[config.mk]
export PLATFORM = sky130hd
export DESIGN_NAME = draw_scheduler
export DESIGN_NICKNAME = d
export VERILOG_FILES = /design/src/rtl/draw_scheduler.sv
export SDC_FILE = /design/constraint.sdc
export NUM_CORES = 1
export LEC_CHECK = 0
export ABC_AREA = 0
export CORE_MARGIN = 2
export CORE_UTILIZATION = 45
export CTS_CLUSTER_SIZE = 30
export DETAILED_ROUTE_END_ITERATION = 16
export PLACE_DENSITY = 0.76
export SLEW_MARGIN = 5
export SYNTH_ARGS = -nofsm -noshare
export SYNTH_HDL_FRONTEND = slang
export SYNTH_SLANG_ARGS = --single-unit
[constraint.sdc]
create_clock -name clk -period 3.3 [get_ports clk]
set_input_delay 0.33 -clock clk [delete_from_list [all_inputs] [get_ports clk]]
set_output_delay 0.33 -clock clk [all_outputs]
set_load 0.05 [all_outputs]
[src/rtl/draw_scheduler.sv]
// Per-frame draw sequencer: background clear, then one round-robin plot slot per requesting controller.
// Latency: tick->CLEAR 1 cycle, CLEAR plot_done->first grant 2 cycles, one idle ARB cycle between slots.
// Backpressure: slots advance only on plot_done; ticks while busy are dropped (frame_overrun). Option: DRAW_SCHED_COLLISION_EN.
module draw_scheduler #(
    parameter int          NUM_CH    = 4,
    parameter int          SW        = 4,
    parameter logic [SW-1:0] IDLE_CODE = 4'b1011,
    parameter logic [SW-1:0] BG_CODE   = 4'b0000,
    parameter logic [SW-1:0] OVER_CODE = 4'b1111
) (
    input  logic                      clk,
    input  logic                      resetn,
    input  logic                      frame_tick,
    input  logic [NUM_CH-1:0]         req,
    input  logic [NUM_CH*SW-1:0]      ch_state,
    input  logic                      plot_done,
    input  logic                      collision,
    output logic [NUM_CH-1:0]         grant,
    output logic [$clog2(NUM_CH)-1:0] cur_ch,
    output logic [SW-1:0]             cur_state,
    output logic                      bg_active,
    output logic                      frame_busy,
    output logic                      frame_overrun,
    output logic                      game_over
);
    localparam int CW = $clog2(NUM_CH);

    typedef enum logic [1:0] {S_IDLE, S_CLEAR, S_ARB, S_DRAW} state_t;

    state_t            state, state_nxt;
    logic [NUM_CH-1:0] pending, pending_nxt;
    logic [CW-1:0]     rr_ptr, rr_nxt;
    logic [NUM_CH-1:0] grant_nxt;
    logic [CW-1:0]     cur_ch_nxt;
    logic [SW-1:0]     cur_state_nxt;
    logic              overrun_nxt;
    logic              go_nxt;
    logic              pick_vld;
    logic [CW-1:0]     pick;
    logic [CW:0]       scan_idx;

`ifdef DRAW_SCHED_COLLISION_EN
    assign go_nxt = game_over | (frame_busy & collision);
`else
    logic unused_collision;
    assign unused_collision = collision;
    assign go_nxt           = 1'b0;
`endif

    // Scan from the highest offset down so the lowest offset from rr_ptr wins.
    always_comb begin
        pick_vld = 1'b0;
        pick     = '0;
        scan_idx = '0;
        for (int i = NUM_CH - 1; i >= 0; i--) begin
            scan_idx = {1'b0, rr_ptr} + (CW+1)'(i);
            if (scan_idx >= (CW+1)'(NUM_CH))
                scan_idx = scan_idx - (CW+1)'(NUM_CH);
            if (pending[scan_idx[CW-1:0]]) begin
                pick_vld = 1'b1;
                pick     = scan_idx[CW-1:0];
            end
        end
    end

    always_comb begin
        state_nxt     = state;
        pending_nxt   = pending;
        rr_nxt        = rr_ptr;
        grant_nxt     = grant;
        cur_ch_nxt    = cur_ch;
        cur_state_nxt = cur_state;
        overrun_nxt   = frame_tick & frame_busy & ~game_over;
        case (state)
            S_IDLE: begin
                if (frame_tick && !game_over)
                    state_nxt = S_CLEAR;
            end
            S_CLEAR: begin
                if (plot_done) begin
                    pending_nxt = req;
                    state_nxt   = S_ARB;
                end
            end
            S_ARB: begin
                if (pick_vld) begin
                    grant_nxt       = '0;
                    grant_nxt[pick] = 1'b1;
                    cur_ch_nxt      = pick;
                    cur_state_nxt   = ch_state[int'(pick)*SW +: SW];
                    state_nxt       = S_DRAW;
                end else begin
                    rr_nxt    = (rr_ptr == CW'(NUM_CH - 1)) ? '0 : rr_ptr + 1'b1;
                    state_nxt = S_IDLE;
                end
            end
            S_DRAW: begin
                if (plot_done) begin
                    pending_nxt[cur_ch] = 1'b0;
                    grant_nxt           = '0;
                    cur_ch_nxt          = '0;
                    state_nxt           = S_ARB;
                end
            end
            default: state_nxt = S_IDLE;
        endcase
        // The datapath code follows the state being entered; DRAW keeps its latched slot code.
        if (state_nxt == S_IDLE || state_nxt == S_ARB)
            cur_state_nxt = go_nxt ? OVER_CODE : IDLE_CODE;
        else if (state_nxt == S_CLEAR)
            cur_state_nxt = BG_CODE;
    end

    always_ff @(posedge clk or negedge resetn) begin
        if (!resetn) begin
            state         <= S_IDLE;
            pending       <= '0;
            rr_ptr        <= '0;
            grant         <= '0;
            cur_ch        <= '0;
            cur_state     <= IDLE_CODE;
            bg_active     <= 1'b0;
            frame_busy    <= 1'b0;
            frame_overrun <= 1'b0;
            game_over     <= 1'b0;
        end else begin
            state         <= state_nxt;
            pending       <= pending_nxt;
            rr_ptr        <= rr_nxt;
            grant         <= grant_nxt;
            cur_ch        <= cur_ch_nxt;
            cur_state     <= cur_state_nxt;
            bg_active     <= (state_nxt == S_CLEAR);
            frame_busy    <= (state_nxt != S_IDLE);
            frame_overrun <= overrun_nxt;
            game_over     <= go_nxt;
        end
    end
endmodule

# After elaboration in Yosys (flattened, before gate mapping)
# Index checks and enable logic that the tools add are counted.
# totals
register_bits,21
latchBits,0
ram_bits,0
rom_bits,0
word_cells,100
memories,0
# op_classes
n_addsub,8
n_mul,0
n_div,0
n_lt_le_gt_ge,12
eq_ne,9
shift,1
mux,42
bitwise,4
reduce_logical,15
# op_table
operator,count
2-to-1 mux 4 bit,8
2-to-1 mux 2 bit,14
< comparator 2 x 3 -> 1 bit (second input constant),6
case mux 4 bit (2 select lines),2
indexed part select 16 x 5 -> 4 bit,1
2-to-1 mux 1 bit,10
>= comparator 3 bit (second input constant),3
binary-select mux 1 bit (select 2 bit),4
== test 2 bit (second input constant),4
subtractor 2 x 1 -> 2 bit (second input constant),4
adder 2 x 2 -> 3 bit (second input constant),2
inequality test 2 bit (second input constant),3
case mux 2 bit (3 select lines),1
AND reduction 3 bit,2
nonzero test 2 bit,3
nonzero test 3 bit,2
bitwise AND 4 bit,1
demux 1 bit (select 2 bit),2
== test 2 x 1 -> 1 bit (second input constant),2
>= comparator 2 x 1 -> 1 bit (second input constant),2
zero test 2 bit,2
NOT 4 bit,1
case mux 2 bit (2 select lines),1
AND reduction 2 bit,2
other kinds (8),9

# Longest topological paths before layout
# logic_depth
depth_word,15
ltp_mapped,7
ltp_nobuf,7

# Worst setup path before layout
# Ideal clock, no wire load.
# synth_timing
path_kind,reg-to-reg
startpoint,register rr_ptr[0]
endpoint,register cur_state[0]
setup_ns,0.079
arrival_time_ns,2.298
required_time_ns,3.221
slack_ns,0.922
stages_incl_launch_ff,8
n_path_buf,0
cell_sequence,dfrtp_1 ha_1 mux2_2 nand3b_1 and2_2 a21oi_4 mux4_2 a22o_1
# synth_via
elab_chain_cells,15
word_cells_on_any_way,45
cone_classes,add/sub: 7; order compare: 4; eq/ne: 2; shift: 1; mux: 26; reduce/logical: 5
# synth_lines
item,line_no,text
start: declaration,32,"logic [CW-1:0] rr_ptr, rr_nxt;"
start signal: assignment,129,rr_ptr <= rr_nxt;
branches (longest 15 deep; another with adder 2 x 2 -> 3 bit),n/a,
end signal: assignment,132,cur_state <= cur_state_nxt;
end: declaration,20,"output logic [SW-1:0] cur_state,"
# Several ways; the timed one is not identified. The select of a mux whose other input is x is not followed.
# A chain may end at the register's enable or synchronous reset.

# Final worst setup path
# Ends and elaborated chain as after synthesis.

==> impl_metrics.json <==
{
  "status": "finished, final reports clean",
  "drive_gt1_share_pct": 14.4,
  "worstMarginPinSlew_ns": 0.931,
  "drcViolationCount": 0,
  "die_h_um": 58.5,
  "crit_type": "reg2reg",
  "first_global_vias": 1152,
  "num_antenna_cells": 0,
  "hpwl_um": 2240,
  "crit_end": "cur_state[0]$_DFFE_PN1P_",
  "cp_max_fo": 12,
  "num_rows": 19,
  "worstPathArrival_ns": 2.99,
  "cts_buffers": 3,
  "yosys_warnings": 0,
  "async_reset_ff_share_pct": 100,
  "via_per_inst": 5.73,
  "antenna_found_initial": 0,
  "yosys-top-cells-count": "20 x nand2_1, 18 x dfrtp_1, 14 x o21ai_0, 8 x a21oi_1, 7 x nor2_1",
  "post-cts-setup-buffers": 0,
  "hold_class": "reg2reg",
  "grt_pass1_wl_um": 4950,
  "drv_cap": 0,
  "drtAntennaViolNets": 0,
  "grt_remaining_overflow": 0,
  "htreeDepth": 1,
  "regArea_um2": 529,
  "dp_cells": 201,
  "power_leakage_nw": 0.722,
  "grt_use_total_pct": 18.5,
  "finalNonFillerCells": 205,
  "synth_top_area_share_pct": 33.6,
  "worstPathRequired_ns": 3.54,
  "synth_edf_count": 0,
  "r2r_slack_ns": 0.55,
  "relSlewSlack_pct": 37.7,
  "clkPwrFrac_pct": 6.9,
  "cts_resized": 0,
  "utilization_pct": 60.9,
  "p_int_mw": 0.919,
  "setup_slack_ns": 0.552,
  "switching_power_mw": 0.909,
  "switching_share_pct": 49.7,
  "multi_input_area_um2": 719,
  "cts-root-buf": "clkbuf_4",
  "power_frac_seq_pct": 29.5,
  "clock_skew_ns": 0.0127,
  "avgSynthCellArea_um2": 9.49,
  "power.density_nw_per_um2": 1080,
  "r2r-end": "cur_state[0]$_DFFE_PN1P_",
  "drt_wl_total_um": 2880,
  "rsz0062_at_grt": "no",
  "fin_tns_setup_ns": 0,
  "portBuffers": 36,
  "finalSetupViolations": 0,
  "ys_seq_area_share_pct": 39.5,
  "synthTopCellsByArea": "dfrtp_1 34%, dfstp_2 5.9%, nand2_1 5.6%, o21ai_0 5.2%, buf_6 4.2%",
  "final.period_utilization_pct": 83.3,
  "syn_area_um2": 1340,
  "wl_per_cell_um": 14.1,
  "ys.flop_type": "dfrtp_1",
  "power_frac_comb_pct": 63.6,
  "hold_viol_final": 0,
  "yosysMostFrequentCell": "nand2_1",
  "slew_violations": 0,
  "n_fill_cell": 250,
  "period_minus_slack_ns": 2.75,
  "clk-insertion-delay-late_ns": 0.31,
  "place_congestion": 0.804,
  "pre_cts_slack_ns": 0.580,
  "dieArea_um2": 3430,
  "drt-initial-drc-count": 46,
  "fin_nets": 201,
  "syn-num-nets": 167,
  "grt_max_degree": 22,
  "drt-met1-wl_um": 1310,
  "wl_met3_um": 133,
  "ioPinCount": 39,
  "ir_worst_vdd_v": 0.000671,
  "r2r_start": "rr_ptr[0]$_DFFE_PN0P_",
  "via_count": 1174,
  "ff2ff_path_depth": 7,
  "core_area_um2": 2780,
  "crit_path_end_kind": "flop",
  "ys_ff_latch": 21,
  "cts_sinks": 21,
  "start_util_pct": 48.1,
  "dr_wl_met2_um": 1420,
  "cp-startpoint": "rr_ptr[0]$_DFFE_PN0P_",
  "post-synth-top-area-cell": "dfrtp_1",
  "first_pass_iters": 4,
  "syn_inst": 141,
  "synthDistinctLibCells": 46,
  "postCtsHoldBufs": 0,
  "top_layer_used": "met4",
  "start_kind": "flop",
  "die_x_um": 58.5,
  "cts.path.max_buffers": 2,
  "timing.fmax_mhz": 364,
  "area_growth_pct": 26.5,
  "cts_tree": "done",
  "path_clk_slew_ns": 0.13
}
[layout by cell type, fill, tap and decap left out, types with 3 or more instances in the layout]
cell type | Yosys | final
a22o_1 | 4 | 4
clkdlybuf4s50_1 | 0 | 36
inv_1 | 5 | 5
a21oi_1 | 8 | 8
mux2i_1 | 5 | 5
nor2_1 | 7 | 7
dfrtp_1 | 18 | 18
dfstp_2 | 3 | 3
nand3_1 | 3 | 3
o221ai_1 | 3 | 3
o21ai_0 | 14 | 14
nand2_1 | 20 | 20
clkbuf_4 | 0 | 3
mux2_2 | 3 | 3
[cell type report]
class                           count  area share [%]
Multi-Input combinational cell    108            42.5
Clock inverter                      1           0.295
Inverter                            5            1.11
Timing Repair Buffer               36            21.3
Sequential cell                    21            31.2
Tap cell                           31            2.29
Clock buffer                        3            1.33
[logic make-up (layout without fill, tap and decap cells)]
group           count (synthesis)  after routing  synth area share, %
compound gates                 43             43                 22.1
fa+ha+maj                       1              1                0.934
buf+inv                        12             45                 6.73
flops                          21             21                 39.5
mux                             9              9                 7.94
other cells                     1              1                0.280
simple gates                   54             54                 22.5
[stage by stage]
stage               hold WS [ns]  power [mW]  cell area, µm²
floorplan                 0.0344        1.46            1340
detailed placement         0.467        1.70            1670
global route               0.524        1.98            1690
global placement           0.467        1.67            1670
CTS                        0.500        1.83            1690
finish                     0.495        1.83            1690
[metal layers]
layer / track usage, % / up-vias
li1: - / 578
met1: 23.5 / 556
met2: 31.6 / 36
met3: 4.62 / 4
met4: 4.65 / 0
met5: 0 / -
[power groups by stage]
stage	combinational, mW	clock, mW	sequential (mW)
floorplan	0.808	0	0.654
global route	1.27	0.140	0.563
CTS	1.17	0.129	0.536
finish	1.16	0.126	0.540
global placement	1.13	0	0.533
detailed placement	1.16	0	0.542
[how the worst min path moves through the flow]
| stage | start | end | cells past startpoint |
|---|---|---|---|
| final | frame_busy$_DFF_PN0_ | frame_overrun$_DFF_PN0_ | 1 |
| after global placement | frame_busy$_DFF_PN0_ | frame_overrun$_DFF_PN0_ | 1 |
| after detailed placement | frame_busy$_DFF_PN0_ | frame_overrun$_DFF_PN0_ | 1 |
| after floorplan | resetn | bg_active$_DFF_PN0_ | 0 |
| after CTS | frame_busy$_DFF_PN0_ | frame_overrun$_DFF_PN0_ | 1 |
| after global routing | grant[3]$_DFFE_PN0P_ | grant[3]$_DFFE_PN0P_ | 2 |
[critical path, cell delays in order (launching register included)]
cell and delay (ns):
dfrtp_1 0.53, ha_1 0.45, mux2_2 0.27, nand3b_1 0.11, and2_2 0.26, a21oi_4 0.33, mux4_2 0.54, a22o_1 0.19
[sequential cells by signal, summed over array words and instances (netlist names)]
name	count
bg_active	1
cur_ch	2
cur_state	4
frame_busy	1
frame_overrun	1
grant	4
pending	4
rr_ptr	2
state	2
(Power assumes the default switching activity.)
